## src/rtl/hazard_ctrl_unit.sv

```systemverilog
// Load-use / MDU interlock and branch flush control for the 5-stage pipeline.
// Also keeps a saturating count of stall cycles.
module hazard_ctrl_unit #(
    parameter int REG_AW   = 5,
    parameter int LOAD_LAT = 1,
    parameter int MDU_LAT  = 4,
    parameter int CNT_W    = 16
) (
    input  logic              clk,
    input  logic              rst_n,
    input  logic              id_ex_mem_read,
    input  logic [REG_AW-1:0] id_ex_rt,
    input  logic [REG_AW-1:0] if_id_rs,
    input  logic [REG_AW-1:0] if_id_rt,
    input  logic              if_id_uses_rs,
    input  logic              if_id_uses_rt,
    input  logic              id_ex_mdu_start,
    input  logic              if_id_uses_mdu,
    input  logic              branch_taken,
    output logic              pc_write,
    output logic              if_id_write,
    output logic              control_stall,
    output logic              if_id_flush,
    output logic              id_ex_flush,
    output logic              mdu_busy,
    output logic [CNT_W-1:0]  stall_cnt
);

    localparam int LCW = $clog2(LOAD_LAT + 1);
    localparam int MCW = $clog2(MDU_LAT + 1);
    localparam logic [LCW-1:0] LD_INIT  = LCW'(LOAD_LAT - 1);
    localparam logic [MCW-1:0] MDU_INIT = MCW'(MDU_LAT);
    localparam bit MULTI = (LOAD_LAT > 1);

    typedef enum logic {IDLE, LD_WAIT} state_t;

    state_t           state, state_nx;
    logic [LCW-1:0]   ld_cnt, ld_cnt_nx;
    logic [MCW-1:0]   mdu_cnt;
    logic             load_hit, mdu_hit, stall;

    assign load_hit = id_ex_mem_read && (id_ex_rt != '0) &&
                      ((if_id_uses_rs && (if_id_rs == id_ex_rt)) ||
                       (if_id_uses_rt && (if_id_rt == id_ex_rt)));
    assign mdu_busy = (mdu_cnt != '0);
    assign mdu_hit  = mdu_busy && if_id_uses_mdu;
    assign stall    = (state == LD_WAIT) ||
                      ((state == IDLE) && load_hit) || mdu_hit;

    // Outputs are forced to their reset values while rst_n is low.
    assign pc_write      = !rst_n || branch_taken || !stall;
    assign if_id_write   = !rst_n || branch_taken || !stall;
    assign control_stall = rst_n && !branch_taken && stall;
    assign if_id_flush   = rst_n && branch_taken;
    assign id_ex_flush   = rst_n && branch_taken;

    always_comb begin
        state_nx  = state;
        ld_cnt_nx = ld_cnt;
        unique case (state)
            IDLE: begin
                if (load_hit && MULTI) begin
                    state_nx  = LD_WAIT;
                    ld_cnt_nx = LD_INIT;
                end
            end
            LD_WAIT: begin
                ld_cnt_nx = ld_cnt - 1'b1;
                if (ld_cnt <= LCW'(1)) begin
                    state_nx  = IDLE;
                    ld_cnt_nx = '0;
                end
            end
            default: begin
                state_nx  = IDLE;
                ld_cnt_nx = '0;
            end
        endcase
        // A taken branch squashes the waiting consumer.
        if (branch_taken) begin
            state_nx  = IDLE;
            ld_cnt_nx = '0;
        end
    end

    always_ff @(posedge clk or negedge rst_n) begin
        if (!rst_n) begin
            state  <= IDLE;
            ld_cnt <= '0;
        end else begin
            state  <= state_nx;
            ld_cnt <= ld_cnt_nx;
        end
    end

    always_ff @(posedge clk or negedge rst_n) begin
        if (!rst_n) begin
            mdu_cnt <= '0;
        end else if (id_ex_mdu_start) begin
            mdu_cnt <= MDU_INIT;
        end else if (mdu_cnt != '0) begin
            mdu_cnt <= mdu_cnt - 1'b1;
        end
    end

    always_ff @(posedge clk or negedge rst_n) begin
        if (!rst_n) begin
            stall_cnt <= '0;
        end else if (control_stall && (stall_cnt != '1)) begin
            stall_cnt <= stall_cnt + 1'b1;
        end
    end

endmodule

```

## config.mk

```make
export PLATFORM = sky130hd
export DESIGN_NAME = hazard_ctrl_unit
export DESIGN_NICKNAME = d
export VERILOG_FILES = /design/src/rtl/hazard_ctrl_unit.sv
export SDC_FILE = /design/constraint.sdc
export NUM_CORES = 1
export LEC_CHECK = 0
export BUFFER_PORTS_ARGS = -buffer_cell sky130_fd_sc_hd__buf_2
export CORE_ASPECT_RATIO = 1.2
export CORE_MARGIN = 2
export CORE_UTILIZATION = 30
export CTS_CLUSTER_DIAMETER = 80
export CTS_CLUSTER_SIZE = 8
export DETAILED_ROUTE_END_ITERATION = 16
export PLACE_DENSITY = 0.63
export SYNTH_ARGS = -nofsm -noshare
export SYNTH_HDL_FRONTEND = slang
export SYNTH_SLANG_ARGS = --single-unit
```

## constraint.sdc

```tcl
create_clock -name clk -period 2.2 [get_ports clk]
set_input_delay 0.22 -clock clk [delete_from_list [all_inputs] [get_ports clk]]
set_output_delay 0.22 -clock clk [all_outputs]
set_load 0.005 [all_outputs]
```

==> summary.md, run 1 <==
| Metric | Value |
|---|---|
| Vias per cell | `a little under 5` |
| Num CTS Buffers | `3` |
| Switching share of total power | `between 30% and 40%` |
| Period utilization | `~94%` |
| Setup ws final | `around 0.14 ns` |
| Leading post-synthesis cells by cell area | `dfrtp_1, xnor2_1, xor2_1` |
| Clk_skew | `roughly 0.0013 ns` |
| Final Hold Viols | `0` |
| Total GRT Usage | `12.77%` |
| Drt total wl | `around 2500 um` |
| FF-to-FF End | `stall_cnt[1]$_DFFE_PN0P_` |
| DRT iter0 DRCs | `23` |
| Layout cells sized above 1 | `33.54%` |
| Reg2reg path depth | `5` |
| Power share of the combinational group | `approximately 28%` |
| Seq/Total Area, Yosys | `43.23%` |
| Critical Path RT | `between 2 and 2.5 ns` |
| Startpoint types | `flop` |
| Syn Inst Count | `110` |
| Leak | `0.7421 nW` |
| CTS tree | `done` |
| Setup TNS Final | `0 ns` |
| Post-DP HPWL | `1928 um` |
| Unrepaired setup endpoints after global routing | `no` |
| First-pass GRT wire length | `between 4000 and 5000 um` |
| CTS Buffer Depth | `2` |
| Synthesis-to-finish area growth | `28.56%` |
| Pint | `between 600 and 700 uW` |
| Yosys top cell area share | `43.23%` |
| Vias in the first global route | `around 990` |
| Ys Warns | `0` |
| Finish-stage setup viols | `0` |
| Hold/Removal Path Class | `in2reg` |
| Slew HR | `between 70% and 80%` |
| Clock Pin Slew Worst Setup and Hold Paths | `roughly 0.07 ns` |
| Min-Delay Endpoint | `mdu_cnt[0]$_DFFE_PN0P_` |
| #FFs+latches synth | `19` |
| Largest net degree at the start of global routing | `21` |
| Most common cell in the netlist | `dfrtp_1` |
| Number of synthesized flops with an enable pin | `0` |
| Die height | `roughly 70 um` |
| Endpoint class of the critical path | `flop` |
| Max incr delay on CP | `roughly 0.44 ns` |
| Synth cell count leaders | `dfrtp_1, xnor2_1, xor2_1` |
| Status | `complete, no violations` |
| Core area | `roughly 3600 um^2` |
| FF-to-FF setup slack | `roughly 0.14 ns` |
| Power Density | `716.8 nW/um^2` |
| Slowest CP cell | `dfrtp_1` |
| WP data arrival | `between 2 and 2.5 ns` |
| Congestion Overflow GR | `0` |
| Layout Nets | `about 190` |
| RR Startpoint | `stall_cnt[7]$_DFFE_PN0P_` |
| Achievable Freq | `roughly 490 MHz` |
| Port Buffer Count | `44` |
| Detailed Routing Iterations Pass 1 | `4` |
| Global placer's final weighted congestion | `between 0.7 and 0.8` |
| DR WL/cell | `12.47 um` |
| Max-slew violation count | `0` |
| Worst-Margin Slew | `a little under 0.4 ns` |
| ANT nets after route | `0` |
| Initial antenna violation count | `0` |
| Clk Latency, worst-skew pair | `~0.25 ns` |
| Starting Density | `a little under a third` |
| Via Count | `963` |
| Remaining DRCs | `0` |
| Syn Nets | `136` |
| Mapped Area | `around 1100 um^2` |
| Max VDD drop | `between 0.3 and 0.4 mV` |
| Synth cell types | `29` |
| Crit path cell chain | `and4_4 -> nand4_2 -> o31a_1 -> a21oi_4 -> mux2_1` |
| Pre-CTS WS | `0.1423 ns` |
| Worst Path Max Fanout | `15` |
| WHS Path Cells | `2` |
| CTS H-Tree Depth | `1` |
| Max-cap check violation count | `0` |
| HP Start | `id_ex_mdu_start` |
| Io pins | `45` |
| CTS root buf | `clkbuf_8` |
| Most used flip-flop cell after synthesis | `dfrtp_1` |
| Post-CTS sizing | `0` |
| Die Width | `59.27 um` |
| Sink Count | `19` |
| Crit path kind | `reg2reg` |
| Die area | `about 4200 um^2` |
| P_sw | `326.7 uW` |
| Minimum clock period | `roughly 2.1 ns` |
| Post-synthesis async set-or-reset flop share | `between 90% and 100%` |
| Syn_area_per_cell | `~10 um^2` |
| Diodes inserted | `0` |
| Seq pwr share | `approximately half` |
| Rows | `24` |
| Clock power share | `23.5%` |
| Synth area leader | `dfrtp_1` |
## worst max-delay path by stage
| stage | slack (ns) | startpoint | to | cells past startpoint |
|---|---|---|---|---|
| floorplan | 0.26 | stall_cnt[7]$_DFFE_PN0P_ | stall_cnt[1]$_DFFE_PN0P_ | 6 |
| global placement | 0.21 | id_ex_rt[0] | stall_cnt[1]$_DFFE_PN0P_ | 6 |
| detailed placement | 0.14 | stall_cnt[7]$_DFFE_PN0P_ | stall_cnt[1]$_DFFE_PN0P_ | 5 |
| CTS | 0.11 | stall_cnt[7]$_DFFE_PN0P_ | stall_cnt[1]$_DFFE_PN0P_ | 5 |
| global route | 0.003 | stall_cnt[7]$_DFFE_PN0P_ | stall_cnt[1]$_DFFE_PN0P_ | 5 |
| finish | 0.14 | stall_cnt[7]$_DFFE_PN0P_ | stall_cnt[1]$_DFFE_PN0P_ | 5 |
## flip-flops by register name, summed over array words and instances, names as in the netlist
name / cells
stall_cnt: 16
mdu_cnt: 3
## metal layers
metal / routed length (um) / track usage, % / part of all wire (%)
met3: 197 / 2.963 / 8.0
met5: 0 / 0 / 0
met1: 1056 / 15.08 / 43
met2: 1182 / 21.86 / 48
met4: 20 / 4.545 / 0.81
## layout make-up
type | instances | area, um^2
Fill cell | 369 | 2160
Multi-Input combinational cell | 80 | 568.0
Sequential cell | 19 | 475.5
Timing Repair Buffer | 47 | 245.2
Tap cell | 39 | 48.80
Clock buffer | 3 | 41.29
Inverter | 8 | 30.03
Clock inverter | 1 | 5.005
## worst max-delay path, delay by kind of cell, from the launching register on
family             cells  cell delay, ns
muxes                  1            0.36
AOI/OAI and AO/OA      2            0.71
and+or+nand+nor        2            0.44
DFF                    1            0.44
## cells by family (layout without fill, tap and decap cells)
logic type               Yosys count  in the layout  synth area share (%)
flip-flops                        19             19                 43.23
AND/OR/NAND/NOR                   40             40                 19.34
AO/OA/AOI/OAI                     11             11                 7.965
adder cells (fa/ha/maj)            3              3                 3.413
XOR/XNOR                          25             25                 19.91
multiplexers                       1              1                 1.024
buffers and inverters             11             59                 5.119
## per-stage QoR
stage                     utilization [%]  cell area [um^2]  hold WS (ns)  cells  total power, mW
final                               39.57              1414        0.1429    197            1.013
after global routing                39.57              1414        0.1426    197            1.092
after CTS                           39.57              1414        0.1382    197            1.031
after detailed placement            37.99              1358        0.2395    192           0.7862
after global placement              37.99              1358        0.2330    192           0.7648
after floorplan                         -              1100      -0.07559    110           0.6590
## layout by cell type, fill, tap and decap left out, types with 2 or more instances in the layout
| cell | netlist | final |
|---|---|---|
| buf_2 | 0 | 44 |
| dfrtp_1 | 19 | 19 |
| xnor2_1 | 14 | 14 |
| xor2_1 | 11 | 11 |
| inv_1 | 8 | 8 |
| nor2_1 | 8 | 8 |
| nand3_1 | 7 | 7 |
| nor3_1 | 6 | 6 |
| nand2_1 | 5 | 5 |
| nand4_1 | 3 | 3 |
| and3_1 | 3 | 3 |
| a21oi_1 | 3 | 3 |
| ha_1 | 3 | 3 |
| clkbuf_8 | 0 | 3 |
| o31a_1 | 2 | 2 |
| nor4_1 | 2 | 2 |
| buf_4 | 2 | 2 |
## power by group through the flow
stage | logic, mW | clock network [mW] | registers, mW
2_1_floorplan | 0.175 | 0 | 0.484
3_3_place_gp | 0.276 | 0 | 0.488
3_5_place_dp | 0.293 | 0 | 0.493
4_1_cts | 0.294 | 0.249 | 0.489
5_1_grt | 0.328 | 0.266 | 0.498
6_report | 0.286 | 0.238 | 0.489
## what timing repair did
item | CTS | global route
setup buffers | 0 | 0
setup endpoints to repair | 0 | 1
hold buffers | 1 | 0
hold endpoints to repair | 19 | 0
Note: power is estimated with default switching activity, not from simulation.
==> inputs of run 2 (changes only) <==
==> constraint.sdc (replaced) <==
create_clock -name clk -period 2.6 [get_ports clk]
set_input_delay 0.26 -clock clk [delete_from_list [all_inputs] [get_ports clk]]
set_output_delay 0.26 -clock clk [all_outputs]
set_load 0.005 [all_outputs]
==> summary.md, run 2 (same netlist as run 1, synthesis figures left out) <==
| Metric | Value |
|---|---|
| First-pass GRT wire length | `between 4000 and 5000 um` |
| Leak | `between 0.7 and 0.8 nW` |
| Post-CTS sizing | `0` |
| Congestion Overflow GR | `0` |
| Die area | `between 4000 and 5000 um^2` |
| Post-DP HPWL | `about 2000 um` |
| Io pins | `between 40 and 50` |
| Reg2reg path depth | `5` |
| Unrepaired setup endpoints after global routing | `no` |
| CTS root buf | `clkbuf_8` |
| FF-to-FF End | `stall_cnt[1]$_DFFE_PN0P_` |
| Biggest regs | `stall_cnt: 16 flops, mdu_cnt: 3 flops` |
| Layout Nets | `183` |
| Seq pwr share | `47.9%` |
| Failing checks | `hold timing` |
| Die height | `roughly 70 um` |
| Max VDD drop | `0.3942 mV` |
| Slew HR | `about three quarters` |
| Max-slew violation count | `0` |
| Setup TNS Final | `0 ns` |
| CP top delay family | `compound AO/OA/AOI/OAI gates` |
| Num CTS Buffers | `3` |
| Reg with most FFs | `stall_cnt` |
| FF-to-FF setup slack | `0.46 ns` |
| Critical Path Start | `stall_cnt[0]$_DFFE_PN0P_` |
| Final Hold Viols | `8` |
| Clk_skew | `0.003823 ns` |
| Global placer's final weighted congestion | `about 0.87` |
| Slowest CP cell | `dfrtp_1` |
| CTS Buffer Depth | `2` |
| CTS H-Tree Depth | `1` |
| Clock power share | `23.5%` |
| Fillers | `between 300 and 400` |
| Max reg flops | `16` |
| RR Startpoint | `stall_cnt[0]$_DFFE_PN0P_` |
| Period utilization | `~82%` |
| DRT iter0 DRCs | `21` |
| P_sw | `268.7 uW` |
| Clock Pin Slew Worst Setup and Hold Paths | `0.07 ns` |
| Achievable Freq | `about 470 MHz` |
| Post-CTS setup buffers | `0` |
| Detailed Routing Iterations Pass 1 | `4` |
| Total GRT Usage | `around an eighth` |
| Layout cells sized above 1 | `32.69%` |
| Post-Place Cell Area | `approximately 1400 um^2` |
| Minimum clock period | `between 2 and 2.5 ns` |
| Startpoint types | `flop` |
| Worst-Margin Slew | `0.3946 ns` |
| Largest net degree at the start of global routing | `21` |
| Pwr Total | `about 850 uW` |
| Vias in the first global route | `approximately 950` |
| Sink Count | `19` |
| Diodes inserted | `0` |
| Max incr delay on CP | `0.44 ns` |
| Fin area | `1395 um^2` |
| Power Density | `a little over 600 nW/um^2` |
| Port Buffer Count | `between 40 and 50` |
| Vias per cell | `between 4 and 5` |
| Endpoint class of the critical path | `flop` |
| ANT nets after route | `0` |
| Drt total wl | `between 2000 and 2500 um` |
| Core area | `3573 um^2` |
| Worst Path Max Fanout | `15` |
| Finish-stage setup viols | `0` |
| Initial antenna violation count | `0` |
| Die Width | `roughly 60 um` |
| Pre-CTS WS | `roughly 0.45 ns` |
| Crit path buf inv count | `0` |
| Starting Density | `a little over 30%` |
| Hold/Removal Path Class | `in2async` |
| CTS tree | `done` |
| Clk Latency, worst-skew pair | `approximately 0.25 ns` |
| Commonest non-fill, non-tap cell in the layout | `buf_2` |
| Rows | `24` |
| Crit path kind | `reg2reg` |
| Critical Path RT | `between 2 and 3 ns` |
| Max-cap check violation count | `0` |
| Commonest cells after routing, fill and taps aside | `buf_2, dfrtp_1, xnor2_1` |
| Synthesis-to-finish area growth | `26.85%` |
| Crit path cell chain | `ha_1 -> nand3_1 -> o31a_1 -> a21oi_4 -> mux2_1` |
| Remaining DRCs | `0` |
| Hold Buf Count CTS | `0` |
| Status | `complete, but fails checks` |
| DR WL/cell | `about 13 um` |
| Switching share of total power | `between 30% and 40%` |
| WP data arrival | `between 2 and 2.5 ns` |
| Power share of the combinational group | `28.7%` |
| WHS | `-0.003906 ns` |
| Pint | `582.7 uW` |
| Via Count | `between 900 and 1000` |
| Setup ws final | `between 0.4 and 0.5 ns` |
[run 2: cell types whose count changed in the layout (fill, tap and decap cells not counted), sizes merged]
cell	change
clkbuf	+1
dlygate4sd3	-1
clkinv	-1
buf	-1
[run 2: how the worst max path moves through the flow]
stage / endpoint / slack (ns) / cells past startpoint
finish: stall_cnt[1]$_DFFE_PN0P_ / 0.46 / 5
global route: stall_cnt[1]$_DFFE_PN0P_ / 0.35 / 5
CTS: stall_cnt[1]$_DFFE_PN0P_ / 0.46 / 5
detailed placement: stall_cnt[1]$_DFFE_PN0P_ / 0.45 / 5
global placement: stall_cnt[1]$_DFFE_PN0P_ / 0.57 / 6
floorplan: stall_cnt[1]$_DFFE_PN0P_ / 0.66 / 6
[run 2: layer usage]
metal | vias to the layer above | track usage (%) | part of all wire (%)
met3 | 2 | 2.963 | 9.3
li1 | 467 | - | -
met5 | - | 0 | 0
met2 | 42 | 19.90 | 48
met4 | 0 | 4.545 | 0.53
met1 | 444 | 15.93 | 42
[run 2: layout make-up]
cell class              instances  area, um^2  share of cell area (%)
repair buffers                 45       227.7                   16.32
inverters                       8       30.03                   2.152
well taps                      39       48.80                   3.498
clock buffers                   4       45.04                   3.229
flip-flops and latches         19       475.5                   34.08
multi-input cells              80       568.0                   40.72
[run 2: through the flow]
| step | util [%] | std cells | hold slack, ns |
|---|---|---|---|
| after floorplan | - | 110 | -0.03559 |
| after global placement | 37.78 | 191 | 0.2798 |
| after detailed placement | 37.78 | 191 | 0.2843 |
| after CTS | 39.04 | 195 | 0.002971 |
| after global routing | 39.04 | 195 | 0.02107 |
| final | 39.04 | 195 | -0.003906 |
[run 2: power groups by stage]
stage	combinational, mW	clock [mW]	sequential (mW)
2_1_floorplan	0.148	0	0.410
3_3_place_gp	0.242	0	0.408
3_5_place_dp	0.250	0	0.414
4_1_cts	0.252	0.208	0.408
5_1_grt	0.281	0.217	0.417
6_report	0.244	0.200	0.407
[run 2: worst register-to-register path: stages (launching register included)]
cell	delay (ns)
dfrtp_1	0.44
ha_1	0.23
nand3_1	0.23
o31a_1	0.38
a21oi_4	0.37
mux2_1	0.36
==> inputs of run 3 (changes only) <==
--- a/config.mk
+++ b/config.mk
@@ -5,6 +5,7 @@
 export SDC_FILE = /design/constraint.sdc
 export NUM_CORES = 1
 export LEC_CHECK = 0
+export ABC_AREA = 1
 export BUFFER_PORTS_ARGS = -buffer_cell sky130_fd_sc_hd__buf_2
 export CORE_ASPECT_RATIO = 1.2
 export CORE_MARGIN = 2
@@ -12,7 +13,7 @@
 export CTS_CLUSTER_DIAMETER = 80
 export CTS_CLUSTER_SIZE = 8
 export DETAILED_ROUTE_END_ITERATION = 16
-export PLACE_DENSITY = 0.63
+export PLACE_DENSITY = 0.62
 export SYNTH_ARGS = -nofsm -noshare
 export SYNTH_HDL_FRONTEND = slang
 export SYNTH_SLANG_ARGS = --single-unit
==> constraint.sdc (replaced) <==
create_clock -name clk -period 1.9 [get_ports clk]
set_input_delay 0.19 -clock clk [delete_from_list [all_inputs] [get_ports clk]]
set_output_delay 0.19 -clock clk [all_outputs]
set_load 0.005 [all_outputs]
==> summary.md, run 3 <==
| Metric | Value |
|---|---|
| Drt total wl | `approximately 3600 um` |
| Hold/Removal Path Class | `in2reg` |
| Post-synthesis async set-or-reset flop share | `100.0%` |
| Global placer's final weighted congestion | `approximately 0.8` |
| Layout cells sized above 1 | `between 20% and 30%` |
| Max-slew violation count | `0` |
| DR WL/cell | `~11 um` |
| ANT nets after route | `0` |
| Period utilization | `90.46%` |
| CTS H-Tree Depth | `1` |
| Biggest regs | `stall_cnt: 16 flops, mdu_cnt: 3 flops` |
| Clock Pin Slew Worst Setup and Hold Paths | `approximately 0.070 ns` |
| Non-filler instance count after layout | `330` |
| Largest net degree at the start of global routing | `21` |
| WP data arrival | `1.87 ns` |
| Leading post-synthesis cells by cell area | `dfrtp_1, nand2_1, nand4_1` |
| Clk_skew | `0.005808 ns` |
| Reg2reg path depth | `9` |
| Crit path kind | `reg2reg` |
| Rows | `27` |
| Ys Warns | `0` |
| Clk Latency, worst-skew pair | `about 0.26 ns` |
| Max-cap check violation count | `0` |
| Power Density | `roughly 650 nW/um^2` |
| First-pass GRT wire length | `~5700 um` |
| Minimum clock period | `approximately 1.7 ns` |
| Synthesis-to-finish area growth | `26.85%` |
| Pre-CTS WS | `between 0.1 and 0.15 ns` |
| WHS | `roughly 0.2 ns` |
| Io pins | `45` |
| Die height | `around 80 um` |
| CTS root buf | `clkbuf_8` |
| Synth cell count leaders | `nand2_1, inv_1, nor2_1` |
| Congestion Overflow GR | `0` |
| Most used flip-flop cell after synthesis | `dfrtp_1` |
| Reg with most FFs | `stall_cnt` |
| Syn Nets | `245` |
| Endpoint class of the critical path | `flop` |
| Status | `complete, no violations` |
| Synth cell types | `22` |
| Worst Path Max Fanout | `8` |
| Die Width | `about 68 um` |
| Port Buffer Count | `44` |
| Commonest cells after routing, fill and taps aside | `nand2_1, buf_2, inv_1, nor2_1, dfrtp_1` |
| Finish-stage setup viols | `0` |
| Starting Density | `between 30% and 40%` |
| Synth area leader | `dfrtp_1` |
| #FFs+latches synth | `19` |
| Mapped Area | `~1500 um^2` |
| Most common cell in the netlist | `nand2_1` |
| CTS tree | `done` |
| Seq/Total Area, Yosys | `about 33%` |
| Sink Count | `19` |
| WHS Path Cells | `3` |
| Syn Inst Count | `219` |
| Setup ws final | `approximately 0.18 ns` |
| Number of synthesized flops with an enable pin | `0` |
| Slew HR | `roughly 80%` |
| CTS Buffer Depth | `2` |
| Setup TNS Final | `0 ns` |
| Final Util | `39.85%` |
| Diodes inserted | `0` |
| Initial antenna violation count | `0` |
| Die area | `5422 um^2` |
| Final Hold Viols | `0` |
| Commonest non-fill, non-tap cell in the layout | `nand2_1` |
| Max VDD drop | `roughly 0.47 mV` |
| Detailed Routing Iterations Pass 1 | `4` |
| Post-DP HPWL | `2682 um` |
| Layout Nets | `between 200 and 300` |
| Startpoint types | `flop` |
| Achievable Freq | `roughly 580 MHz` |
| Core area | `about 4600 um^2` |
| Leak | `between 1 and 1.5 nW` |
| Total GRT Usage | `a little over an eighth` |
| Syn_area_per_cell | `approximately 6.6 um^2` |
| Max reg flops | `16` |
| Unrepaired setup endpoints after global routing | `no` |
| Critical Path RT | `2.05 ns` |
| Via Count | `1511` |
| Vias in the first global route | `approximately 1300` |
| Worst-Margin Slew | `0.3267 ns` |
| Yosys top cell area share | `32.70%` |
| Remaining DRCs | `0` |
| Vias per cell | `~4.6` |
| Cell Count Post-Placement | `between 300 and 400` |
| DRT iter0 DRCs | `43` |
| Num CTS Buffers | `3` |
-- run 3: per-layer routing --
metal	global-route usage [%]	vias to the layer above	wire length, um
met5	0	-	0
met1	15.81	667	1577
met3	2.521	8	211
met2	24.02	43	1703
li1	-	793	-
met4	4.694	0	58
-- run 3: path summary, 6_finish.rpt --
kind                                             to  slack, ns                startpoint
max                        stall_cnt[6]$_DFFE_PN0P_       0.18  stall_cnt[0]$_DFFE_PN0P_
min                          mdu_cnt[2]$_DFFE_PN0P_       0.20           id_ex_mdu_start
max reg2reg                stall_cnt[6]$_DFFE_PN0P_       0.18  stall_cnt[0]$_DFFE_PN0P_
min reg2reg                  mdu_cnt[0]$_DFFE_PN0P_       0.50    mdu_cnt[0]$_DFFE_PN0P_
max in group asynchronous    mdu_cnt[0]$_DFFE_PN0P_       1.25                     rst_n
min in group asynchronous  stall_cnt[4]$_DFFE_PN0P_       0.44                     rst_n
-- run 3: kinds of logic (layout without fill, tap and decap cells) --
logic type / count (synthesis) / after routing / share of synthesized area [%]
AO/OA/AOI/OAI: 4 / 4 / 1.376
XOR/XNOR: 14 / 14 / 8.434
adder cells (fa/ha/maj): 3 / 3 / 2.582
buffers and inverters: 34 / 86 / 9.982
flip-flops: 19 / 19 / 32.70
AND/OR/NAND/NOR: 145 / 146 / 44.92
-- run 3: area by class of cell --
type                            instances  area (um^2)
Multi-Input combinational cell        167        848.3
Fill cell                             485         2784
Sequential cell                        19        475.5
Timing Repair Buffer                   54        297.8
Inverter                               28        105.1
Clock buffer                            4        45.04
Tap cell                               58        72.57
-- run 3: worst max-delay path, cell delays in order (launching register included) --
cell and delay (ns):
dfrtp_1 0.39, ha_1 0.23, nand2_1 0.12, nor3_4 0.20, nand2_2 0.08, nor2_4 0.10, nand3_4 0.12, buf_4 0.20
nand4_1 0.10, nand2_1 0.06
-- run 3: repair_timing --
item	CTS	global route
buffers inserted	0	4
resized for setup	0	1
hold endpoints to repair	19	0
hold buffers	1	0
endpoints found under the setup margin	0	16
-- run 3: power breakdown --
group	total, mW	switching (mW)	internal (mW)
registers	0.523	0.0587	0.464
logic	0.383	0.222	0.161
clock network	0.287	0.137	0.149
-- run 3: through the flow --
stage               total power, mW  cell area, um^2
finish                        1.193             1844
global route                  1.292             1844
CTS                           1.206             1799
detailed placement           0.9094             1744
global placement             0.9005             1744
floorplan                    0.7656             1454
